**config.mk**
```make
export PLATFORM = sky130hd
export DESIGN_NAME = ifetch_unit
export DESIGN_NICKNAME = d
export VERILOG_FILES = /design/src/rtl/ifetch_unit.sv
export SDC_FILE = /design/constraint.sdc
export NUM_CORES = 1
export LEC_CHECK = 0
export BUFFER_PORTS_ARGS = -buffer_cell sky130_fd_sc_hd__buf_2
export CORE_MARGIN = 2
export CORE_UTILIZATION = 59
export CTS_CLUSTER_DIAMETER = 30
export DETAILED_ROUTE_END_ITERATION = 12
export GPL_ROUTABILITY_DRIVEN = 0
export HOLD_SLACK_MARGIN = 0.03
export PLACE_DENSITY = 0.78
export SLEW_MARGIN = 20
export SYNTH_ARGS = -nofsm -noshare
export SYNTH_HDL_FRONTEND = slang
export SYNTH_SLANG_ARGS = --single-unit
```
**constraint.sdc**
```tcl
create_clock -name i_clk -period 4.1 [get_ports i_clk]
set_clock_uncertainty 0.15 [all_clocks]
set_input_delay 0.205 -clock i_clk [delete_from_list [all_inputs] [get_ports i_clk]]
set_output_delay 0.205 -clock i_clk [all_outputs]
set_load 0.01 [all_outputs]
```
**src/rtl/ifetch_unit.sv**
```systemverilog
// rtl/ifetch_unit.sv - in-order instruction fetch with credit-limited request queue and decode buffer
module ifetch_unit #(
    parameter int DEPTH = 4
) (
    input  logic        i_clk,
    input  logic        i_rst_n,
    input  logic [31:0] i_pc,
    input  logic        i_flush,
    output logic        o_stall,
    output logic        o_imem_req,
    output logic [31:0] o_imem_addr,
    input  logic        i_imem_gnt,
    input  logic        i_imem_rvalid,
    input  logic [31:0] i_imem_rdata,
    input  logic        i_imem_err,
    output logic        o_instr_valid,
    output logic [31:0] o_instr,
    output logic [31:0] o_instr_pc,
    output logic        o_instr_err,
    input  logic        i_instr_ready
);
    localparam int AW = $clog2(DEPTH);
    localparam int CW = AW + 1;
    localparam logic [CW:0] CREDIT_MAX = (CW + 1)'(DEPTH);

    // outstanding queue: address of each request in flight plus its wrong-path flag
    logic [31:0]      oq_pc [DEPTH];
    logic [DEPTH-1:0] oq_kill;
    logic [AW-1:0]    oq_wr_ptr;
    logic [AW-1:0]    oq_rd_ptr;
    logic [CW-1:0]    out_cnt;

    // instruction buffer feeding decode
    logic [31:0]      if_instr [DEPTH];
    logic [31:0]      if_pc    [DEPTH];
    logic [DEPTH-1:0] if_err;
    logic [AW-1:0]    if_wr_ptr;
    logic [AW-1:0]    if_rd_ptr;
    logic [CW-1:0]    if_cnt;

    logic [CW:0]      credit_used;
    logic             credit_ok;
    logic             oq_push;
    logic             oq_pop;
    logic             if_push;
    logic             if_pop;

    // credit check uses registered counts only, so a pop frees credit one cycle later
    always_comb begin
        credit_used   = {1'b0, out_cnt} + {1'b0, if_cnt};
        credit_ok     = credit_used < CREDIT_MAX;
        o_imem_req    = i_rst_n & ~i_flush & credit_ok;
        o_imem_addr   = i_pc;
        oq_push       = o_imem_req & i_imem_gnt;
        o_stall       = ~i_rst_n | (~i_flush & ~oq_push);
        oq_pop        = i_imem_rvalid & (out_cnt != '0);
        if_push       = oq_pop & ~oq_kill[oq_rd_ptr] & ~i_flush;
        o_instr_valid = (if_cnt != '0) & ~i_flush;
        if_pop        = o_instr_valid & i_instr_ready;
        o_instr       = if_instr[if_rd_ptr];
        o_instr_pc    = if_pc[if_rd_ptr];
        o_instr_err   = if_err[if_rd_ptr];
    end

    // track accepted requests; a redirect marks everything in flight as wrong-path
    always_ff @(posedge i_clk or negedge i_rst_n) begin
        if (!i_rst_n) begin
            oq_wr_ptr <= '0;
            oq_rd_ptr <= '0;
            out_cnt   <= '0;
            oq_kill   <= '0;
            for (int i = 0; i < DEPTH; i++) begin
                oq_pc[i] <= '0;
            end
        end else begin
            if (oq_push) begin
                oq_pc[oq_wr_ptr]   <= i_pc;
                oq_kill[oq_wr_ptr] <= 1'b0;
                oq_wr_ptr          <= oq_wr_ptr + AW'(1);
            end
            if (oq_pop) begin
                oq_rd_ptr <= oq_rd_ptr + AW'(1);
            end
            // no push can coincide with a flush, so marking every slot is safe
            if (i_flush) begin
                oq_kill <= '1;
            end
            out_cnt <= out_cnt + CW'(oq_push) - CW'(oq_pop);
        end
    end

    // buffer live responses for decode; a redirect empties the buffer
    always_ff @(posedge i_clk or negedge i_rst_n) begin
        if (!i_rst_n) begin
            if_wr_ptr <= '0;
            if_rd_ptr <= '0;
            if_cnt    <= '0;
            if_err    <= '0;
            for (int i = 0; i < DEPTH; i++) begin
                if_instr[i] <= '0;
                if_pc[i]    <= '0;
            end
        end else if (i_flush) begin
            if_wr_ptr <= '0;
            if_rd_ptr <= '0;
            if_cnt    <= '0;
        end else begin
            if (if_push) begin
                if_instr[if_wr_ptr] <= i_imem_rdata;
                if_pc[if_wr_ptr]    <= oq_pc[oq_rd_ptr];
                if_err[if_wr_ptr]   <= i_imem_err;
                if_wr_ptr           <= if_wr_ptr + AW'(1);
            end
            if (if_pop) begin
                if_rd_ptr <= if_rd_ptr + AW'(1);
            end
            if_cnt <= if_cnt + CW'(if_push) - CW'(if_pop);
        end
    end
endmodule

```
==> results.md <==
| Item | Reported | Unit |
| --- | --- | --- |
| Run status | completed | - |
| Core Region | 30430 | um2 |
| Clock transition at the registers of the reported paths | 0.05 | ns |
| Maximum buffer depth of the clock tree | 3 | - |
| Combined global-route utilization of all metal layers | 0.2563 | - |
| Power Internal | 11.65 | mW |
| Wire length per cell after detailed routing | 21.82 | um |
| Standard-cell row count | 64 | - |
| Library cell used as clock root buffer | sky130_fd_sc_hd__clkbuf_16 | - |
| Worst Setup Start Kind | flip-flop | - |
| Critical Path RT | 4.44 | ns |
| Slew at the pin closest to its max-slew limit | 1.102 | ns |
| Vias in the first global route | 11580 | - |
| Die Ht | 179.2 | um |
| Relative contribution of sequential cells to total power | 0.341 | - |
| Die area | 32110 | um2 |
| Switching power of the nets | 4.365 | mW |
| Share of the clock period used by the worst path | 0.8737 | - |
| Overflow after GRT | 0 | - |
| Number of warnings printed during yosys synthesis | 0 | - |
| Slew margin rel. | 0.2654 | - |
| Peak VDD IR | 0.0005574 | V |
| Yosys cell types | 32 | - |
| Largest net degree at the start of global routing | 189 | - |
| Nets@finish | 1415 | - |
| Commonest non-fill, non-tap cells in the layout | sky130_fd_sc_hd__dfrtp_1, sky130_fd_sc_hd__mux2_1, sky130_fd_sc_hd__mux2_2 | - |
| Worst flop-to-flop path startpoint | out_cnt[2]$_DFF_PN0_ | - |
| Power density over the cells | 699.9 | nW/um2 |
| Critical path data arrival time | 3.92 | ns |
| Maximum net fanout on the critical path | 6 | - |
| Area growth syn-to-layout | 26.35 | % |
| Residual DRC | 0 | - |
| Leakage dissipation | 11.25 | nW |
| Sum of routed wire length over all layers | 39.26 | mm |
| Worst hold path type | input pin to async pin | - |
| Hold buffer count at CTS | 71 | - |
| # Post-CTS Setup Buffers | 0 | - |
| Antenna violations before repair | 1 | - |
| # setup viols final | 0 | - |
| Seq cells post-synth | 406 | - |
| Worst reg2reg path depth | 12 | - |
| Post-detailed-route via-to-cell ratio | 5.753 | - |
| Number of port buffers | 170 | - |
| Length of the first detailed-routing pass in iterations | 4 | - |
| Layout cells sized above 1 | 0.4586 | - |
| Total CTS buffers | 88 | - |
| # clock sinks | 406 | - |
| Total negative setup slack | 0 | ns |
| Kind of capture point of the worst setup path | flip-flop | - |
| H-tree Lvls | 3 | - |
| Final Slew Violations | 0 | - |
| Total standard cell area after synthesis | 18110 | um2 |
| Final worst setup slack | 0.5179 | ns |
| Post-DRT Antenna Nets | 0 | - |
| Wire length of the first global-routing pass | 62.78 | mm |
| Effective utilization at floorplan | 0.5950 | - |
| Overall via count from detail_route | 10349 | - |
| Post-synth EDFFs | 0 | - |
| Number of instances resized during post-cts repair | 0 | - |
| Final-layout fill cell count | 1736 | - |
| I/O pin count | 171 | - |
| Dominant register cell in the synthesized netlist | sky130_fd_sc_hd__dfrtp_1 | - |
| Detailed Route Iter0 Violations | 473 | - |
| Clock latency on the worst-skew pair | 0.58 | ns |
| Post-Syn Area per Cell | 16.89 | um2 |
| Switching share of power | 0.2726 | - |
| Worst Setup SP | out_cnt[2]$_DFF_PN0_ | - |
| Part of the Yosys area used for sequential elements | 0.5611 | - |
| Share of total power in the clock network | 0.453 | - |
| Mapped Nets | 1159 | - |
| Clock tree from TritonCTS | yes | - |
| HPWL reported at the end of detailed placement | 21.76 | mm |
| Setup repair after global routing missed its margin | false | - |
| Max-cap violations | 0 | - |
| Share of synthesized registers carrying an async set or reset | 1.000 | - |
| Dpl ws | 0.6648 | ns |
| Minimum clock period | 3.582 | ns |
| Hold Violations, Final | 0 | - |
| Most frequent standard cell in the layout excluding fill and tap cells | sky130_fd_sc_hd__dfrtp_1 | - |
| Max Clk Rate | 0.2792 | GHz |
| Die X-Extent | 179.2 | um |
| Part of the power in combinational logic | 0.206 | - |
| Cell count after synthesis | 1072 | - |
| Class of the most critical setup path | flip-flop to flip-flop | - |
[flip-flops by register name (all words and copies together) (netlist names)]
name	count
if_cnt	3
if_err	4
if_instr	128
if_pc	128
if_rd_ptr	2
if_wr_ptr	2
oq_kill	4
oq_pc	128
oq_rd_ptr	2
oq_wr_ptr	2
out_cnt	3
[power groups by stage]
stage          Sequential, mW  Clock, mW  Combinational [mW]
6_report                 5.45       7.26                3.30
5_1_grt                  5.56       7.58                3.58
4_1_cts                  5.46       7.35                3.32
3_5_place_dp             5.49          0                3.22
3_3_place_gp             5.43          0                3.12
2_1_floorplan            5.23          0                2.41
[final timing paths]
check | slack, ns | end
min in group i_clk | 0.27 | if_instr[76]$_DFFE_PN0P_
min | 0.07 | if_instr[66]$_DFFE_PN0P_
min reg2reg | 0.32 | if_pc[52]$_DFFE_PN0P_
max reg2reg | 0.52 | out_cnt[2]$_DFF_PN0_
max in group asynchronous | 2.27 | if_instr[25]$_DFFE_PN0P_
max | 0.52 | out_cnt[2]$_DFF_PN0_
[cell usage after synthesis (all sizes together), types with 2 or more instances]
| library cell | n | area, um2 |
|---|---|---|
| a21oi | 2 | 10.01 |
| and3 | 2 | 12.51 |
| buf | 85 | 630.6 |
| clkbuf | 14 | 52.55 |
| dfrtp | 406 | 10160 |
| fa | 2 | 40.04 |
| ha | 14 | 175.2 |
| inv | 17 | 63.81 |
| mux2 | 389 | 4380 |
| mux4 | 98 | 2207 |
| nand2 | 6 | 22.52 |
| nor2 | 2 | 7.510 |
| nor4 | 4 | 85.08 |
| nor4b | 5 | 68.82 |
| o21ai | 7 | 35.03 |
| or3 | 3 | 18.77 |
| xnor2 | 6 | 52.55 |
[area by class of cell]
type,instances,area (um2),share of cell area
antenna,1,2.502,0.0001094
clock buffer,101,2355,0.1029
timing repair buffer,265,1812,0.07920
inverter,17,63.81,0.002789
multi-input combinational,550,7234,0.3162
sequential,406,10170,0.4445
tap,396,495.5,0.02166
clock inverter,63,745.7,0.03260
[per-stage QoR]
step | hold WS, ns | instance area [um2] | power, mW | std cells | utilization
floorplan | -0.2406 | 18110 | 7.638 | 1072 | -
global placement | -0.04399 | 19050 | 8.553 | 1563 | 0.6262
detailed placement | -0.04392 | 19050 | 8.715 | 1563 | 0.6262
CTS | 0.05681 | 22870 | 16.13 | 1798 | 0.7517
global route | 0.08051 | 22880 | 16.73 | 1799 | 0.7518
finish | 0.06635 | 22880 | 16.01 | 1799 | 0.7518
[metal layers]
| layer | global-route usage | routed length [um] | up-vias |
|---|---|---|---|
| met4 | 0.08132 | 673 | 0 |
| met5 | 0 | 0 | - |
| li1 | - | - | 4501 |
| met2 | 0.4173 | 19470 | 244 |
| met3 | 0.05874 | 1889 | 59 |
| met1 | 0.3464 | 17220 | 5545 |
[cell families (layout without fill, tap and decap cells)]
kind of cell    after synthesis  in the layout  share of synthesized area
mux                         488            488                     0.3644
flops                       406            406                     0.5611
buf+inv                     116            446                    0.04126
simple gates                 27             27                    0.01382
fa+ha+maj                    16             16                    0.01189
compound gates               12             12                   0.004146
xor+xnor                      7              7                   0.003386
other cells                   0              1                          0
[worst max-delay path, cell delays in order, from the launching register on]
cell and delay [ns]:
sky130_fd_sc_hd__dfrtp_1 0.42, sky130_fd_sc_hd__ha_1 0.30, sky130_fd_sc_hd__or4b_1 0.75, sky130_fd_sc_hd__nor4b_1 0.37, sky130_fd_sc_hd__buf_4 0.19, sky130_fd_sc_hd__inv_1 0.05
sky130_fd_sc_hd__ha_1 0.29, sky130_fd_sc_hd__inv_1 0.07, sky130_fd_sc_hd__ha_1 0.15, sky130_fd_sc_hd__inv_1 0.05, sky130_fd_sc_hd__fa_1 0.38, sky130_fd_sc_hd__xnor2_1 0.19
sky130_fd_sc_hd__xnor2_1 0.14
Note: power is estimated with default switching activity, not from simulation.
